**config.mk**
```make
export PLATFORM = sky130hd
export DESIGN_NAME = flash_read_arbiter
export DESIGN_NICKNAME = d
export VERILOG_FILES = /design/src/rtl/flash_pkg.sv /design/src/rtl/spi_bit_shifter.sv /design/src/rtl/flash_read_arbiter.sv
export SDC_FILE = /design/constraint.sdc
export NUM_CORES = 1
export LEC_CHECK = 0
export CAP_MARGIN = 0
export CORE_MARGIN = 2
export CORE_UTILIZATION = 55
export DETAILED_ROUTE_END_ITERATION = 10
export PLACE_DENSITY_LB_ADDON = 0.1
export SETUP_SLACK_MARGIN = 0.3
export SLEW_MARGIN = 10
export SYNTH_ARGS = -nofsm -noshare
export SYNTH_HDL_FRONTEND = slang
export SYNTH_SLANG_ARGS = --single-unit
```
**constraint.sdc**
```tcl
create_clock -name clk -period 3.4 [get_ports clk]
set_input_delay 0.51 -clock clk [delete_from_list [all_inputs] [get_ports clk]]
set_output_delay 0.51 -clock clk [all_outputs]
set_load 0.05 [all_outputs]
```
**src/rtl/flash_pkg.sv**
```systemverilog
// +-------------------------------------------------------------------------+
// | flash_pkg : shared constants, state encoding and round-robin helper     |
// | Rev 1.0                                                                 |
// +-------------------------------------------------------------------------+
`default_nettype none

package flash_pkg;

  localparam logic [7:0] FLASH_CMD_READ      = 8'h03;
  localparam logic [7:0] FLASH_CMD_FAST_READ = 8'h0B;
  localparam int         ADDR_W              = 24;
  localparam int         BIT_PERIOD          = 2;

  localparam logic [2:0] ST_ENC_WAIT_POWER = 3'd0;
  localparam logic [2:0] ST_ENC_IDLE       = 3'd1;
  localparam logic [2:0] ST_ENC_CMD        = 3'd2;
  localparam logic [2:0] ST_ENC_ADDR       = 3'd3;
  localparam logic [2:0] ST_ENC_DUMMY      = 3'd4;
  localparam logic [2:0] ST_ENC_READ       = 3'd5;
  localparam logic [2:0] ST_ENC_CSHIGH     = 3'd6;

  typedef enum logic [2:0] {
    S_WAIT_POWER = ST_ENC_WAIT_POWER,
    S_IDLE       = ST_ENC_IDLE,
    S_CMD        = ST_ENC_CMD,
    S_ADDR       = ST_ENC_ADDR,
    S_DUMMY      = ST_ENC_DUMMY,
    S_READ       = ST_ENC_READ,
    S_CSHIGH     = ST_ENC_CSHIGH
  } state_t;

  // Contested grants go to the requester that was not served last.
  function automatic logic rr_pick(input logic [1:0] req, input logic rr_last);
    if (&req) return ~rr_last;
    return req[1];
  endfunction

endpackage

`default_nettype wire

```
**src/rtl/spi_bit_shifter.sv**
```systemverilog
// +-------------------------------------------------------------------------+
// | spi_bit_shifter : mode-0 SPI bit engine, MSB-first TX, byte-wide RX     |
// | Rev 1.0                                                                 |
// +-------------------------------------------------------------------------+
`default_nettype none

module spi_bit_shifter
  import flash_pkg::*;
(
  input  logic        clk,
  input  logic        rstn,
  input  logic        i_load,
  input  logic [31:0] i_data,
  input  logic [5:0]  i_nbits,
  input  logic        i_miso,
  output logic        o_sck,
  output logic        o_mosi,
  output logic        o_done,
  output logic [7:0]  o_rx_byte
);

  localparam logic [3:0] c_last_phase = 4'(BIT_PERIOD - 1);
  localparam logic [3:0] c_half       = 4'(BIT_PERIOD / 2);

  logic        r_active;
  logic [3:0]  r_phase;
  logic [5:0]  r_bitcnt;
  logic [31:0] r_tx;
  logic [7:0]  r_rx;

  // Done is combinational so the sequencer can reload without a gap bit.
  assign o_done    = r_active && (r_phase == c_last_phase) && (r_bitcnt == 6'd0);
  assign o_rx_byte = {r_rx[6:0], i_miso};

  always_ff @(posedge clk) begin
    if (!rstn) begin
      r_active <= 1'b0;
      r_phase  <= 4'd0;
      r_bitcnt <= 6'd0;
      r_tx     <= 32'd0;
      r_rx     <= 8'd0;
      o_sck    <= 1'b0;
      o_mosi   <= 1'b0;
    end else if (i_load) begin
      r_active <= 1'b1;
      r_phase  <= 4'd0;
      r_bitcnt <= i_nbits - 6'd1;
      r_tx     <= {i_data[30:0], 1'b0};
      o_mosi   <= i_data[31];
      o_sck    <= 1'b0;
    end else if (r_active) begin
      if (r_phase == c_last_phase) begin
        r_rx    <= {r_rx[6:0], i_miso};
        o_sck   <= 1'b0;
        r_phase <= 4'd0;
        if (r_bitcnt == 6'd0) begin
          r_active <= 1'b0;
          o_mosi   <= 1'b0;
        end else begin
          r_bitcnt <= r_bitcnt - 6'd1;
          o_mosi   <= r_tx[31];
          r_tx     <= {r_tx[30:0], 1'b0};
        end
      end else begin
        r_phase <= r_phase + 4'd1;
        o_sck   <= ((r_phase + 4'd1) >= c_half);
      end
    end
  end

endmodule

`default_nettype wire

```
**src/rtl/flash_read_arbiter.sv**
```systemverilog
// +-------------------------------------------------------------------------+
// | flash_read_arbiter : two-requester round-robin SPI flash READ sequencer |
// | Build option FLASH_FAST_READ_EN: 0x0B opcode plus 8 dummy bit periods.  |
// | Rev 1.0                                                                 |
// +-------------------------------------------------------------------------+
`default_nettype none

module flash_read_arbiter
  import flash_pkg::*;
#(
  parameter logic [31:0] STARTUP_WAIT = 32'd10000000,
  parameter logic [7:0]  CS_IDLE      = 8'd2
) (
  input  logic        clk,
  input  logic        rstn,
  input  logic [1:0]  reqValid,
  input  logic [23:0] reqAddr0,
  input  logic [23:0] reqAddr1,
  input  logic [7:0]  reqLen0,
  input  logic [7:0]  reqLen1,
  output logic [1:0]  reqAck,
  output logic [7:0]  rdByte,
  output logic        rdValid,
  output logic        rdLast,
  output logic        rdOwner,
  output logic        busy,
  output logic        flashClk,
  output logic        flashMosi,
  output logic        flashCs,
  input  logic        flashMiso
);

`ifdef FLASH_FAST_READ_EN
  localparam logic [7:0] c_opcode = FLASH_CMD_FAST_READ;
`else
  localparam logic [7:0] c_opcode = FLASH_CMD_READ;
`endif

  state_t              r_state;
  logic [31:0]         r_wait_cnt;
  logic [7:0]          r_cs_cnt;
  logic [8:0]          r_byte_cnt;
  logic [7:0]          r_len;
  logic [ADDR_W-1:0]   r_addr;
  logic                r_rr_last;

  logic                w_grant;
  logic                w_load;
  logic [31:0]         w_load_data;
  logic [5:0]          w_nbits;
  logic                w_done;
  logic [7:0]          w_rx_byte;
  logic                w_final_byte;

  assign w_final_byte = (r_byte_cnt == {1'b0, r_len});

  always_comb begin
    w_grant     = rr_pick(reqValid, r_rr_last);
    w_load      = 1'b0;
    w_load_data = 32'd0;
    w_nbits     = 6'd8;
    case (r_state)
      S_IDLE: begin
        w_load      = |reqValid;
        w_load_data = {c_opcode, 24'h000000};
      end
      S_CMD: begin
        w_load      = w_done;
        w_load_data = {r_addr, 8'h00};
        w_nbits     = 6'd24;
      end
      S_ADDR, S_DUMMY: w_load = w_done;
      S_READ:          w_load = w_done && !w_final_byte;
      default:         w_load = 1'b0;
    endcase
  end

  spi_bit_shifter u_shifter (
    .clk       (clk),
    .rstn      (rstn),
    .i_load    (w_load),
    .i_data    (w_load_data),
    .i_nbits   (w_nbits),
    .i_miso    (flashMiso),
    .o_sck     (flashClk),
    .o_mosi    (flashMosi),
    .o_done    (w_done),
    .o_rx_byte (w_rx_byte)
  );

  always_ff @(posedge clk) begin
    if (!rstn) begin
      r_state    <= S_WAIT_POWER;
      r_wait_cnt <= 32'd0;
      r_cs_cnt   <= 8'd0;
      r_byte_cnt <= 9'd0;
      r_len      <= 8'd0;
      r_addr     <= '0;
      r_rr_last  <= 1'b1;
      reqAck     <= 2'b00;
      rdByte     <= 8'd0;
      rdValid    <= 1'b0;
      rdLast     <= 1'b0;
      rdOwner    <= 1'b0;
      busy       <= 1'b1;
      flashCs    <= 1'b1;
    end else begin
      reqAck  <= 2'b00;
      rdValid <= 1'b0;
      rdLast  <= 1'b0;
      case (r_state)
        S_WAIT_POWER: begin
          if (r_wait_cnt >= STARTUP_WAIT) begin
            r_state <= S_IDLE;
            busy    <= 1'b0;
          end else begin
            r_wait_cnt <= r_wait_cnt + 32'd1;
          end
        end
        S_IDLE: begin
          if (|reqValid) begin
            reqAck     <= w_grant ? 2'b10 : 2'b01;
            flashCs    <= 1'b0;
            rdOwner    <= w_grant;
            r_rr_last  <= w_grant;
            r_addr     <= w_grant ? reqAddr1 : reqAddr0;
            r_len      <= w_grant ? reqLen1 : reqLen0;
            r_byte_cnt <= 9'd0;
            busy       <= 1'b1;
            r_state    <= S_CMD;
          end
        end
        S_CMD: if (w_done) r_state <= S_ADDR;
        S_ADDR: begin
          if (w_done) begin
`ifdef FLASH_FAST_READ_EN
            r_state <= S_DUMMY;
`else
            r_state <= S_READ;
`endif
          end
        end
        S_DUMMY: if (w_done) r_state <= S_READ;
        S_READ: begin
          // The idle IDLE cycle before the next grant also counts toward CS high time.
          if (rdLast) begin
            flashCs  <= 1'b1;
            r_cs_cnt <= 8'd1;
            if (CS_IDLE <= 8'd1) begin
              r_state <= S_IDLE;
              busy    <= 1'b0;
            end else begin
              r_state <= S_CSHIGH;
            end
          end else if (w_done) begin
            rdByte     <= w_rx_byte;
            rdValid    <= 1'b1;
            rdLast     <= w_final_byte;
            r_byte_cnt <= r_byte_cnt + 9'd1;
          end
        end
        S_CSHIGH: begin
          if (r_cs_cnt >= (CS_IDLE - 8'd1)) begin
            r_state <= S_IDLE;
            busy    <= 1'b0;
          end else begin
            r_cs_cnt <= r_cs_cnt + 8'd1;
          end
        end
        default: begin
          r_state <= S_WAIT_POWER;
          busy    <= 1'b1;
          flashCs <= 1'b1;
        end
      endcase
    end
  end

endmodule

`default_nettype wire

```
==> run metrics <==
port bufs 85; fin area slightly above 8000 µm²; post-cts repair resize count 0; WL/cell 14.2 µm; RSZ-0062 raised after global routing false; #FFs+latches synth ~140; crit path max fanout 9; hpwl dp 9040 µm; Max Slew Vio Count 0; pre-CTS WS 0.566 ns; failing checks design-rule violations; pwr dens roughly 600 nW/µm²; CTS Hold Bufs 0; setup fix buffers added after clock tree synthesis 0; number of flops mapped to enable cells by yosys 0; routability congestion estimate approximately 0.84; cell-internal power approximately 3.5 mW; post-synthesis cell area approximately 6600 µm²; XOR/XNOR Fraction of Synth Area 0.0428; clock sinks between 100 and 150; Max Cap Viol 0; final WL ~13000 µm; hold crit path type reg -> reg; post-synthesis sequential area ratio 0.437; CTS Buf Count 17; Reg area ~2900 µm²; vias in the first global route a little over 5000; first-pass GRT wire length roughly 23000 µm; hold_ws approximately 0.45 ns; Unique masters post-synth 53; data required time at the worst endpoint 3.72 ns; setup ws final between 0.7 and 0.8 ns; worst-path cell chain or3_1 -> nor4_4 -> buf_4 -> a21boi_2 -> a21oi_4 -> nand2_1 -> ha_1 -> inv_1 -> nor4_1 -> xor2_1 -> nand3_1 -> o41ai_1; top_reg_cell synth dfxtp_1; Mapped Nets 795; CTS tree done; slew margin rel. 0.347; Root Buffer Master clkbuf_16; clock skew 0.00963 ns; clock tree buffer depth 2; Die Y-Extent roughly 110 µm; Net Switching ~1.3 mW; Post-Synth Simple-Gate Area 0.221; Synth Area in Adders 0.0134; area grow syn2layout 24.1%; Worst Tran Pin Value between 0.9 and 1 ns; layout net count 863; antenna-violating nets left 0; starting density of the core 0.569; final setup fails 0; final period utilization 0.789; GRT Total Usage 0.219; clock slew at reported path FFs about 0.06 ns; largest net degree at the start of global routing approximately 110; drt pass-1 iters 8; Core Box Area roughly 12000 µm²; # fillers roughly 900; area post-placement approximately 7500 µm²; total congestion overflow 0; layout cells sized above 1 0.0988; via count roughly 5300; largest family of logic cells by synthesized area simple AND/OR/NAND/NOR gates; status finished with violations; Post-synth ARST share 0; Syn Area/Cell approximately 9.1 µm²; chip width roughly 110 µm; residual DRC count 1; Comb power frac 0.183; Final Power approximately 4.9 mW; multi-input logic area approximately 3500 µm²; kind of end point of the critical path register; sequential share of power 0.401; Cells after Synth 719; H-tree Lvls 4; Switching Share 0.274; initial antenna violation count 0; DR iter-0 viols roughly 280; multiplexer area fraction after synthesis 0.111; CP max-delay cell or3_1; WP data arrival 3.00 ns; setup TNS 0 ns; ant diodes 0; Worst setup SP type register; full die area roughly 13000 µm²; clock share of power 0.416; Pleak ~3.4 nW; IO Count 86; Final Hold Viols 0; via/cell ratio approximately 5.6; worst-skew pair later-pin latency about 0.42 ns; Yosys warning total 0; Max stage delay on crit path slightly below 0.5 ns; Fmax achieved 373 MHz; kind of critical path reg -> reg; Synth Area in Compound Gates 0.136; fin crit period roughly 2.7 ns; peak supply drop 0.000384 V; Cell Rows 39
==> final cells by class <==
class,count,area share
flip-flops and latches,143,0.352
inverters,13,0.00600
clock buffers,19,0.0544
repair buffers,96,0.114
multi-input cells,516,0.425
well taps,143,0.0220
clock inverters,13,0.0261
==> layer usage <==
| metal | vias up | global-route usage | part of all wire |
|---|---|---|---|
| met1 | 2487 | 0.274 | 0.47 |
| met3 | 11 | 0.0611 | 0.050 |
| met2 | 118 | 0.365 | 0.47 |
| li1 | 2690 | - | - |
| met4 | 0 | 0.0764 | 0.0086 |
| met5 | - | 0 | 0 |
==> worst max-delay path: cells and delay by family, from the launching register on <==
family / cells / cell delay, ns
AO/OA/AOI/OAI: 3 / 0.42
XOR/XNOR: 1 / 0.18
adder cells (fa/ha/maj): 1 / 0.13
buffers and inverters: 2 / 0.27
flip-flops: 1 / 0.33
AND/OR/NAND/NOR: 5 / 1.23
==> power by group through the flow <==
stage                     clock (mW)  sequential (mW)  combinational, mW
after detailed placement           0             1.99              0.889
after global placement             0             1.98              0.861
after CTS                       2.06             1.96              0.895
after global routing            2.14             1.98              0.987
after floorplan                    0             1.99              0.627
final                           2.03             1.96              0.890
==> registers in the layout, indices dropped and copies added, names as in the netlist, 2 cells and up <==
name,flops
u_shifter.r_bitcnt,6
u_shifter.r_tx,23
r_addr,24
u_shifter.r_rx,7
rdByte,8
r_len,8
r_byte_cnt,9
r_cs_cnt,8
r_state,3
r_wait_cnt,32
u_shifter.r_phase,4
reqAck,2
==> placed cells by master, fill, tap and decap left out, types with 2 or more instances in the layout <==
| master | n |
|---|---|
| a211oi_1 | 4 |
| a21boi_0 | 2 |
| a21o_1 | 2 |
| a21oi_1 | 21 |
| and2_1 | 11 |
| and3_1 | 23 |
| buf_4 | 11 |
| bufinv_16 | 5 |
| clkbuf_16 | 17 |
| clkdlybuf4s50_1 | 84 |
| clkinv_4 | 4 |
| clkinvlp_4 | 3 |
| dfxtp_1 | 143 |
| ha_1 | 7 |
| inv_1 | 12 |
| mux2_2 | 20 |
| mux2i_1 | 50 |
| nand2_1 | 89 |
| nand2b_1 | 5 |
| nand3_1 | 39 |
| nand4_1 | 14 |
| nor2_1 | 43 |
| nor2b_1 | 10 |
| nor3_1 | 15 |
| nor3b_1 | 2 |
| nor4_1 | 7 |
| nor4_2 | 3 |
| nor4b_1 | 3 |
| o211a_1 | 32 |
| o211ai_1 | 8 |
| o21ai_0 | 26 |
| o21ai_1 | 12 |
| o31ai_1 | 5 |
| or3_1 | 10 |
| or4_1 | 2 |
| xnor2_1 | 8 |
| xor2_1 | 24 |
==> synthesized netlist by cell type (8+ instances only) <==
master / n / share of area
a21oi_1: 21 / 0.016
and2_1: 11 / 0.010
and3_1: 23 / 0.022
buf_1: 9 / 0.0052
clkbuf_1: 28 / 0.016
dfxtp_1: 143 / 0.44
inv_1: 12 / 0.0069
mux2_2: 20 / 0.034
mux2i_1: 50 / 0.076
nand2_1: 89 / 0.051
nand3_1: 39 / 0.030
nand4_1: 14 / 0.013
nor2_1: 43 / 0.025
nor2b_1: 10 / 0.0095
nor3_1: 16 / 0.012
o211a_1: 32 / 0.049
o211ai_1: 8 / 0.0092
o21ai_0: 26 / 0.020
o21ai_1: 12 / 0.0092
or3_1: 10 / 0.0095
xnor2_1: 8 / 0.011
xor2_1: 24 / 0.032
==> through the flow <==
| stage | util | instances |
|---|---|---|
| 2_1_floorplan | - | 719 |
| 3_3_place_gp | 0.650 | 911 |
| 3_5_place_dp | 0.650 | 911 |
| 4_1_cts | 0.706 | 943 |
| 5_1_grt | 0.706 | 943 |
| 6_report | 0.706 | 943 |
==> final timing paths <==
path	startpoint	endpoint	slack [ns]	cells past startpoint
worst max-delay path	u_shifter.r_bitcnt[0]$_SDFFE_PN0P_	u_shifter.r_bitcnt[4]$_SDFFE_PN0P_	0.72	12
worst min-delay path	r_addr[20]$_SDFFE_PN0P_	u_shifter.r_tx[29]$_SDFFE_PN0P_	0.45	2
worst max register to register	u_shifter.r_bitcnt[0]$_SDFFE_PN0P_	u_shifter.r_bitcnt[4]$_SDFFE_PN0P_	0.72	12
worst min register to register	r_addr[20]$_SDFFE_PN0P_	u_shifter.r_tx[29]$_SDFFE_PN0P_	0.45	2
==> cells by family (layout without fill, tap and decap cells) <==
| logic type | count (synthesis) | after routing |
|---|---|---|
| compound gates | 123 | 123 |
| xor+xnor | 32 | 32 |
| fa+ha+maj | 7 | 7 |
| buf+inv | 60 | 141 |
| flops | 143 | 143 |
| mux | 70 | 70 |
| simple gates | 284 | 284 |
Note: power is estimated with default switching activity, not from simulation.
